<file path="config.mk">
export PLATFORM = sky130hd
export DESIGN_NAME = key_debounce_ctrl
export DESIGN_NICKNAME = d
export VERILOG_FILES = /design/src/rtl/key_pkg.sv /design/src/rtl/sync_2ff.sv /design/src/rtl/key_debounce_ctrl.sv
export SDC_FILE = /design/constraint.sdc
export NUM_CORES = 1
export LEC_CHECK = 0
export ABC_AREA = 1
export CELL_PAD_IN_SITES_DETAIL_PLACEMENT = 1
export CELL_PAD_IN_SITES_GLOBAL_PLACEMENT = 2
export CORE_AREA = 2 2 67 69
export DETAILED_ROUTE_END_ITERATION = 16
export DIE_AREA = 0 0 69 71
export PLACE_DENSITY_LB_ADDON = 0.1
export SLEW_MARGIN = 20
export SYNTH_ARGS = -nofsm -noshare
export SYNTH_HDL_FRONTEND = slang
export SYNTH_SLANG_ARGS = --single-unit
</file>
<file path="constraint.sdc">
create_clock -name FPGA_CLK -period 4 [get_ports FPGA_CLK]
set_input_delay 0.4 -clock FPGA_CLK [delete_from_list [all_inputs] [get_ports FPGA_CLK]]
set_output_delay 0.4 -clock FPGA_CLK [all_outputs]
set_load 0.005 [all_outputs]
</file>
<file path="src/rtl/key_pkg.sv">
// Shared definitions for the board key conditioning and hold-timer logic.
package key_pkg;

  typedef enum logic [1:0] {
    IDLE         = 2'd0,
    PRESS_WAIT   = 2'd1,
    HELD         = 2'd2,
    RELEASE_WAIT = 2'd3
  } key_state_e;

  // 20 ms of qualification at the 50 MHz FPGA_CLK
  localparam int unsigned DEBOUNCE_20MS_50MHZ = 1_000_000;
  // 3 s hold interval at the 50 MHz FPGA_CLK, used by count_3sec_ctrl
  localparam int unsigned HOLD_3SEC_50MHZ     = 150_000_000;

endpackage

</file>
<file path="src/rtl/sync_2ff.sv">
// Two-flop synchroniser for a single asynchronous board input.
module sync_2ff #(
  parameter bit RESET_VAL = 1'b0
) (
  input  logic FPGA_CLK,
  input  logic rst,
  input  logic d,
  output logic q
);

  logic s1;

  // Shift the raw input through two flops; reset parks both at RESET_VAL
  always_ff @(posedge FPGA_CLK) begin
    if (rst) begin
      s1 <= RESET_VAL;
      q  <= RESET_VAL;
    end else begin
      s1 <= d;
      q  <= s1;
    end
  end

endmodule

</file>
<file path="src/rtl/key_debounce_ctrl.sv">
// Push-button conditioner: polarity fix, 2-flop sync, edge debounce, strobes.
module key_debounce_ctrl
  import key_pkg::*;
#(
  parameter int unsigned DEBOUNCE_CYCLES = DEBOUNCE_20MS_50MHZ,
  parameter bit          KEY_ACTIVE_LOW  = 1'b1,
  parameter int unsigned CNT_W           = 20
) (
  input  logic FPGA_CLK,
  input  logic rst,
  input  logic key_pin,
  output logic en_key,
  output logic f_press,
  output logic f_release
);

  localparam logic [CNT_W-1:0] CNT_ONE  = CNT_W'(1);
  localparam logic [CNT_W-1:0] CNT_LAST = CNT_W'(DEBOUNCE_CYCLES - 1);

  logic             key_raw;
  logic             key_s2;
  key_state_e       state_q, state_d;
  logic [CNT_W-1:0] cnt_q, cnt_d;
  logic             cnt_done;
  logic             en_d, press_d, release_d;

  // 1 = pressed regardless of board wiring
  assign key_raw  = key_pin ^ KEY_ACTIVE_LOW;
  assign cnt_done = (cnt_q == CNT_LAST);

  sync_2ff #(
    .RESET_VAL(1'b0)
  ) u_sync (
    .FPGA_CLK(FPGA_CLK),
    .rst     (rst),
    .d       (key_raw),
    .q       (key_s2)
  );

  // State, counter and registered outputs
  always_ff @(posedge FPGA_CLK) begin
    if (rst) begin
      state_q   <= IDLE;
      cnt_q     <= '0;
      en_key    <= 1'b0;
      f_press   <= 1'b0;
      f_release <= 1'b0;
    end else begin
      state_q   <= state_d;
      cnt_q     <= cnt_d;
      en_key    <= en_d;
      f_press   <= press_d;
      f_release <= release_d;
    end
  end

  // Next state and qualification counter
  always_comb begin
    state_d = state_q;
    cnt_d   = cnt_q;
    unique case (state_q)
      IDLE: begin
        if (key_s2) begin
          state_d = PRESS_WAIT;
          cnt_d   = CNT_ONE;
        end else begin
          cnt_d   = '0;
        end
      end
      PRESS_WAIT: begin
        if (!key_s2) begin
          state_d = IDLE;
          cnt_d   = '0;
        end else if (cnt_done) begin
          state_d = HELD;
          cnt_d   = '0;
        end else begin
          cnt_d   = cnt_q + CNT_ONE;
        end
      end
      HELD: begin
        if (!key_s2) begin
          state_d = RELEASE_WAIT;
          cnt_d   = CNT_ONE;
        end
      end
      RELEASE_WAIT: begin
        if (key_s2) begin
          state_d = HELD;
          cnt_d   = '0;
        end else if (cnt_done) begin
          state_d = IDLE;
          cnt_d   = '0;
        end else begin
          cnt_d   = cnt_q + CNT_ONE;
        end
      end
      default: begin
        state_d = IDLE;
        cnt_d   = '0;
      end
    endcase
  end

  // Output values to be registered: level follows the wait/held state, strobes on qualifying edges
  always_comb begin
    en_d      = en_key;
    press_d   = 1'b0;
    release_d = 1'b0;
    unique case (state_q)
      IDLE:         en_d = 1'b0;
      PRESS_WAIT: begin
        en_d = 1'b0;
        if (key_s2 && cnt_done) begin
          en_d    = 1'b1;
          press_d = 1'b1;
        end
      end
      HELD:         en_d = 1'b1;
      RELEASE_WAIT: begin
        en_d = 1'b1;
        if (!key_s2 && cnt_done) begin
          en_d      = 1'b0;
          release_d = 1'b1;
        end
      end
      default:      en_d = 1'b0;
    endcase
  end

endmodule

</file>
== Word-level counts from Yosys, hierarchy flattened ==
Index checks and enable logic that the tools add are counted.

* Bits of input ports: 3
* Output and inout bits: 3
* Memories: 0
* Bits in latches: 0
* Word-level logic and storage cells: 43
* Register bits after elaboration: 27
* Bits in writable memories: 0
* Bits in read-only memories: 0

* Equal/unequal tests: 8
* $add $sub $neg: 1
* Bitwise gates (word level): 3
* Shift operators: 0
* Reductions and logical operators: 7
* Magnitude comparators: 0
* Multiplexer cells: 17
* Multipliers: 0
* Div/mod/pow operators: 0

{| class="wikitable"
|+ Operators with widths
! cell !! count
|-
| 20-bit two-way mux || 4
|-
| 20-bit one-hot mux with 4 select lines || 1
|-
| 20-bit by 1-bit adder with 20-bit output (second input constant) || 1
|-
| 20-bit equality test (second input constant) || 1
|-
| 2-bit two-way mux || 6
|-
| 2-bit one-hot mux with 4 select lines || 1
|-
| 2-bit equality test (second input constant) || 2
|-
| 1-bit two-way mux || 4
|-
| 1-bit one-hot mux with 4 select lines || 1
|-
| 4-bit AND reduction || 1
|-
| 2-bit OR reduction || 2
|-
| 3-bit by 2-bit != test with 1-bit output (second input constant) || 1
|-
| 3-bit != test (second input constant) || 1
|-
| 1-bit NOT || 3
|-
| 2-bit by 1-bit equality test with 1-bit output (second input constant) || 1
|-
| 1-bit logical AND || 2
|-
| 2-bit zero test || 1
|-
| 2-bit by 1-bit != test with 1-bit output (second input constant) || 1
|-
| 2-bit != test (second input constant) || 1
|-
| 1-bit zero test || 1
|}

== Depth between registers and ports, before layout ==
Gate-level depths: netlist of run 1.

* Depth in word-level cells: 4
* Mapped depth: 11
* Gate-level depth less buffers: 11

== Hierarchy ==
From an unflattened synthesis of run 1, not the netlist that was laid out.

* Cell total of the unflattened synthesis: 243
* Area, all modules: 1612.8 um^2

{| class="wikitable"
|+ Modules (own cells, without submodules)
! module !! area an instance (um^2) !! times used !! sequential area each (um^2) !! cells each
|-
| key_debounce_ctrl || 1557.7 || 1 || 500.5 || 237
|-
| sync_2ff || 55.1 || 1 || 40.0 || 6
|}

== Least setup slack after synthesis of run 1 ==
OpenSTA, ideal clock, no wires.

* Kind: register -> register
* Start point: reg cnt_q[0]
* End point: reg cnt_q[8]
* Data required time: 3890 ps
* Clock period less this slack: 1336 ps
* Stages on the path, launching flop included: 11
* Arrival time: 1226 ps
* Path slack: 2664 ps
* Buffers on the path: 0
* Library setup time: 110 ps
* Path through: dfxtp_1 ha_1 nand3_1 inv_1 nand3_2 nand2_2 nand2_4 nand2_4 inv_1 nand3_1 inv_1

* Cells in the longest elaborated chain, start to end: 4
* Elaborated cells between the ends (all ways): 6
* Those cells by class: add/sub (1); eq/ne (1); mux (4)

{| class="wikitable"
|+ Ends and longest elaborated chain
! item !! RTL line !! text
|-
| from (decl) || key_debounce_ctrl.sv:23 || <nowiki>logic [CNT_W-1:0] cnt_q, cnt_d;</nowiki>
|-
| from (signal assigned) || key_debounce_ctrl.sv:50 || <nowiki>cnt_q <= cnt_d;</nowiki>
|-
| 20-bit by 1-bit adder with 20-bit output or 20-bit equality test (tied branches) || key_debounce_ctrl.sv:78, key_debounce_ctrl.sv:95, key_debounce_ctrl.sv:29 ||
|-
| 20-bit two-way mux (*) || key_debounce_ctrl.sv:74, key_debounce_ctrl.sv:91 ||
|-
| 20-bit two-way mux, on equally long branches || key_debounce_ctrl.sv:88, key_debounce_ctrl.sv:71 ||
|-
| 20-bit one-hot mux with 4 select lines (*) || key_debounce_ctrl.sv:61 || <nowiki>unique case (state_q)</nowiki>
|}

Mark *: on every way between the ends. The rest lies on a longest branch, timed or not.
A chain may end at the register's enable or synchronous reset.

== Final worst setup path of run 1 ==
* Start point: reg cnt_q[0]
* End point: reg cnt_q[4]

The elaborated chain is that of the path after synthesis.

==> impl_results.md, run 1 <==
* Vias at 1340
* Number of port buffers at 5
* Post-Syn Nets at 222
* Diodes inserted at 0
* Crit. End Element: flop
* RSZ-0062 raised after global routing: false
* RePlAce Congestion at 0.732
* Total Routed Length at 3.60 mm
* Via-to-Cell Ratio at 4.84
* Post-synth EDFFs at 0
* Area of the multi-input gates at 756 µm²
* Hold crit path type: flop to flop
* Reg area at 541 µm²
* Proportion of netlist area held by the largest area contributor at 37.2%
* Cts bufs inserted at 3
* Largest net degree at the start of global routing at 18
* Clk_lat worst skew at 280 ps
* Top-count cell post-synth: nand2_1
* H-Tree Depth at 1
* Hold Slack at 415 ps
* Synth Instances at 218
* Final setup violation count at 0
* Core area at 4200 µm²
* Synthesis Warnings at 0
* Peak fanout along the critical path at 10
* Io pins at 6
* Starting Density at 34.6%
* Maximum vdd ir drop at 0.119 mV
* Final instance area at 1610 µm²
* Status: finished, final reports clean
* Skew final at 10.0 ps
* Leading area contributor after synthesis: dfxtp_1
* Share of cells above drive strength 1 at 9.78%
* PostCTS Resize Cnt at 0
* WL per Instance at 13.0 µm
* Reg2reg setup slack at 2330 ps
* Die Wd at 69 µm
* Core Util, Final at 38.3%
* WS Path Type: flop to flop
* # clock sinks at 27
* WP data arrival at 1860 ps
* Gr usage total at 15.9%
* Clk pwr share at 37.6%
* Drt first pass iters at 3
* Final Hold Violating Endpoints at 0
* Sequential power share at 60.0%
* Switching Share at 23.7%
* Vias in the first global route at 1392
* Die H at 71 µm
* Mapped Area at 1450 µm²
* WP data required at 4200 ps
* Min Clock Period, post-route at 1670 ps
* Max-cap viol count at 0
* CTS Hold Bufs at 0
* Relative slew margins at 68.8%
* DIE AREA at 4900 µm²
* Synth area leaders: dfxtp_1 (37%), nand2_1 (11%), inv_1 (9.0%)
* Detail Route Antenna Nets at 0
* Pwr dens at 283 nW/µm²
* Leakage at 0.649 nW
* Slew Viols, Final at 0
* Critical path launch point type: flop
* Clock Path Buffers at 2
* Initial antenna violation count at 0
* Setup TNS at 0 ps
* CTS tree: yes
* Clk slew on worst S/H paths at 110 ps
* P&R area growth vs syn at 10.8%
* Placed cell area at 1560 µm²
* Congestion Overflow GR at 0
* Syn Area/Cell at 6.66 µm²
* Clock root buffer: clkbuf_8
* Fin crit share at 41.6%
* Worst Tran Pin Value at 466 ps
* Fin cells at 277
* Fill count at 552
* Final #Nets at 230
* Overall power at 0.456 mW
* Max Fclk at 600 MHz
* Combinational share of power at 2.3%
* Place WS at 2070 ps
* Synth Flop Type: dfxtp_1
* Num rows at 24
* Cells after DPL at 273
* Post-CTS setup buffers at 0
* Seq/Total Area, Yosys at 37.2%
* Top cells by count, synth: nand2_1 (44), inv_1 (35), nor2_1 (34), dfxtp_1 (27), nand3_1 (17)
* Distinct cell type count after synthesis at 29
* P_int at 0.348 mW
* First-pass GRT wire length at 6.27 mm
* DRC Markers at 0
* Final setup margin at 2330 ps
* Initial DRC Count at 60
* Post-DP HPWL at 2.91 mm
* Sw Pwr at 0.108 mW
* Async S/R FF share, synth at 0%
* Synthesized flop and latch total at 27
==> cell type report <==
type                            count  area share, %
Tap cell                           52           4.04
Sequential cell                    27           33.6
Clock inverter                      1          0.544
Timing Repair Buffer                5           3.11
Inverter                           38           9.18
Clock buffer                        3           2.57
Multi-Input combinational cell    151           47.0
==> placed cells by master (no fill, tap or decap), drive strengths merged, types with 2 or more instances in the layout <==
cell / count
a21oi: 11
clkbuf: 3
clkdlybuf4s50: 5
dfxtp: 27
inv: 39
nand2: 51
nand3: 19
nor2: 38
nor3: 9
o21ai: 10
xnor2: 2
xor2: 4
==> routing by layer <==
layer  global-route usage [%]  wire length [µm]
met1                     20.3              1780
met2                     28.3              1760
met3                     2.14                39
met4                     3.92                29
met5                        0                 0
==> final timing paths <==
path	start	end	cells past startpoint
setup / recovery	cnt_q[0]	cnt_q[4]	9
hold / removal	u_sync.s1	u_sync.q	2
setup reg to reg	cnt_q[0]	cnt_q[4]	9
hold reg to reg	u_sync.s1	u_sync.q	2
==> logic make-up after synthesis <==
family	Yosys count	share of synthesized area, %
DFF	27	37.2
buffers and inverters	40	10.8
and+or+nand+nor	120	38.4
adders and majority gates	1	0.861
AOI/OAI and AO/OA	24	9.13
xor gates and xnor gates	6	3.62
==> power groups by stage <==
| stage | clock [mW] | combinational [mW] | sequential [mW] |
|---|---|---|---|
| 2_1_floorplan | 0 | 0.00681 | 0.279 |
| 3_3_place_gp | 0 | 0.0104 | 0.280 |
| 3_5_place_dp | 0 | 0.0111 | 0.280 |
| 4_1_cts | 0.178 | 0.0110 | 0.274 |
| 5_1_grt | 0.192 | 0.0125 | 0.274 |
| 6_report | 0.172 | 0.0107 | 0.274 |
==> critical path, stage by stage, from the launching register on <==
cell and delay [ps]:
dfxtp_1 400, ha_1 210, nand3_1 140, inv_1 160, nand3_2 140, nand2_2 140
nand2_4 80, nand2_4 130, or2_1 130, inv_1 40
==> sequential cells by signal, indices dropped and copies added (netlist names), named ones only <==
name,count
u_sync.s1,1
u_sync.q,1
en_key,1
cnt_q,20
f_press,1
state_q,1
f_release,1
Note: power is estimated with default switching activity, not from simulation.
==> inputs of run 2 (changes only) <==
CORE_AREA = 2 2 73 75   (was 2 2 67 69)
DIE_AREA = 0 0 75 77   (was 0 0 69 71)
clock period = 1.34 ns   (was 4 ns; I/O delays follow)
==> impl_results.md, run 2 (synthesis gave the netlist of run 1 again) <==
* RePlAce Congestion at 0.798 (+8.9%)
* Core area at 4980 µm² (+18%)
* WP buf/inv at 2 (unchanged)
* # clock sinks at 27 (unchanged)
* Vias in the first global route at 1712 (+23%)
* Vias at 1583 (+18%)
* Num rows at 26 (+8.3%)
* WS Path Type: flop to flop
* Gr usage total at 17.7% (+1.9 points)
* Max Fclk at 697 MHz (+16%)
* Min Clock Period, post-route at 1430 ps (-232 ps)
* Slew Viols, Final at 0 (unchanged)
* Share of cells above drive strength 1 at 49.1% (+39 points)
* Max reg flops at 20 (unchanged)
* Failing checks: setup timing
* Hold crit path type: input port to flop
* Clk_lat worst skew at 290 ps (about the same)
* P_int at 1.05 mW (+200%)
* Top Layer Used: met4
* Sequential power share at 58.5% (-1.5 points)
* Final setup margin at -93.8 ps (-2430 ps)
* Clock root buffer: clkbuf_8
* Worst Tran Pin Value at 302 ps (-165 ps)
* Final Hold Violating Endpoints at 0 (unchanged)
* Total Routed Length at 4.95 mm (+37%)
* WP data arrival at 1610 ps (-250 ps)
* Max-cap viol count at 0 (unchanged)
* CP top delay family: simple AND/OR/NAND/NOR gates
* Slowest stage cell, crit path: dfxtp_4
* RSZ-0062 raised after global routing: true
* Status: finished, violations left
* Leakage at 0.931 nW (+43%)
* Core Util, Final at 46.4% (+8.1 points)
* H-Tree Depth at 1 (unchanged)
* Place WS at -235 ps (-2310 ps)
* Io pins at 6 (unchanged)
* Diodes inserted at 0 (unchanged)
* Met1 wire length at 2.14 mm (+20%)
* Most frequent cells in the layout: buf_4 (43), nand2_1 (36), inv_1 (28)
* Cts bufs inserted at 3 (unchanged)
* Crit path largest cell delay at 380 ps (-20 ps)
* Maximum vdd ir drop at 0.372 mV (+210%)
* Detail Route Antenna Nets at 0 (unchanged)
* Most used cell, CP: nand3_4
* DRC Markers at 0 (unchanged)
* Combinational share of power at 4.4% (+2.1 points)
* Final setup violation count at 17 (+17)
* Sw Pwr at 0.335 mW (+210%)
* CTS tree: yes
* Overall power at 1.39 mW (+200%)
* WL met2 at 2.63 mm (+50%)
* Initial DRC Count at 37 (-38%)
* First-pass GRT wire length at 7.89 mm (+26%)
* WL per Instance at 14.4 µm (+11%)
* Reg with most FFs: cnt_q
* Pwr dens at 600 nW/µm² (+110%)
* Fin crit share at 107% (+65 points)
* Crit path cell chain: ha_4 > nand3_4 > inv_4 > nand3_4 > nand2_4 > clkinvlp_4 > nand3_2 > a21oi_2
* Crit. End Element: flop
* Switching Share at 24.2% (+0.49 points)
* CTS Hold Bufs at 0 (unchanged)
* Skew final at 12.6 ps (+2.56 ps)
* Number of port buffers at 5 (unchanged)
* WP data required at 1510 ps (-2690 ps)
* DIE AREA at 5780 µm² (+18%)
* Critical path launch point type: flop
* Relative slew margins at 79.7% (+11 points)
* Via-to-Cell Ratio at 4.62 (-4.6%)
* Drt first pass iters at 4 (+1)
* Largest net degree at the start of global routing at 18 (unchanged)
* Clock Path Buffers at 2 (unchanged)
* Starting Density at 29.2% (-5.4 points)
* Post-DP HPWL at 3.65 mm (+25%)
* Final #Nets at 278 (+21%)
* Initial antenna violation count at 0 (unchanged)
* P&R area growth vs syn at 58.9%
* Die H at 77 µm (+8.5%)
* Peak fanout along the critical path at 7 (-3)
* Congestion Overflow GR at 0 (unchanged)
* Clk slew on worst S/H paths at 110 ps (about the same)
* Commonest non-fill, non-tap cell in the layout: buf_4
* Clk pwr share at 37.0% (-0.6 points)
* Met3 WL post-DR at 101 µm (+160%)
* Die Wd at 75 µm (+8.7%)
-- run 2: cell count changes in the layout (fill, tap and decap cells not counted), moves of 7 or more --
| cell | delta |
|---|---|
| dfxtp_1 | -19 |
| inv_1 | -7 |
| nor2_4 | +9 |
| nand2_1 | -8 |
| nor2_1 | -12 |
| dfxtp_2 | +15 |
| buf_4 | +43 |
-- run 2: repair_timing --
item | in CTS | in global routing
endpoints found under the setup margin | 25 | 25
resized for setup | 48 | 47
pin swaps | 14 | 17
setup buffers | 5 | 4
-- run 2: layout make-up --
type | instances | area [µm²]
multi-input combinational | 151 | 996
clock inverter | 1 | 8.76
fill | 629 | 2670
inverter | 38 | 154
timing repair buffer | 53 | 447
tap | 70 | 87.6
sequential | 27 | 574
clock buffer | 3 | 41.3
-- run 2: stage by stage --
stage	setup TNS, ps	hold slack (ps)	cells	cell area, µm²
6_report	-657	347	343	2310
2_1_floorplan	0	201	218	1450
3_3_place_gp	-1570	391	330	1870
3_5_place_dp	-3220	402	330	1870
4_1_cts	-840	347	339	2110
5_1_grt	-2270	362	343	2310
-- run 2: path summary, 6_finish.rpt --
kind	from	cells past startpoint	end	slack, ps
hold reg to reg	u_sync.s1	2	u_sync.q	410
setup reg to reg	cnt_q[1]	8	cnt_q[18]	-90
hold / removal	key_pin	2	u_sync.s1	350
setup / recovery	cnt_q[1]	8	cnt_q[18]	-90
-- run 2: power groups by stage --
stage	sequential [mW]	clock, mW	combinational [mW]
after floorplan	0.833	0	0.0203
after global placement	0.834	0	0.0500
after detailed placement	0.835	0	0.0524
after CTS	0.817	0.537	0.0599
after global routing	0.812	0.579	0.0683
final	0.811	0.513	0.0615
-- run 2: routing by layer --
layer	vias to the layer above	GRT usage, %
met5	-	0
met1	765	21.0
met3	8	2.10
met4	0	4.29
met2	16	32.7
li1	794	-
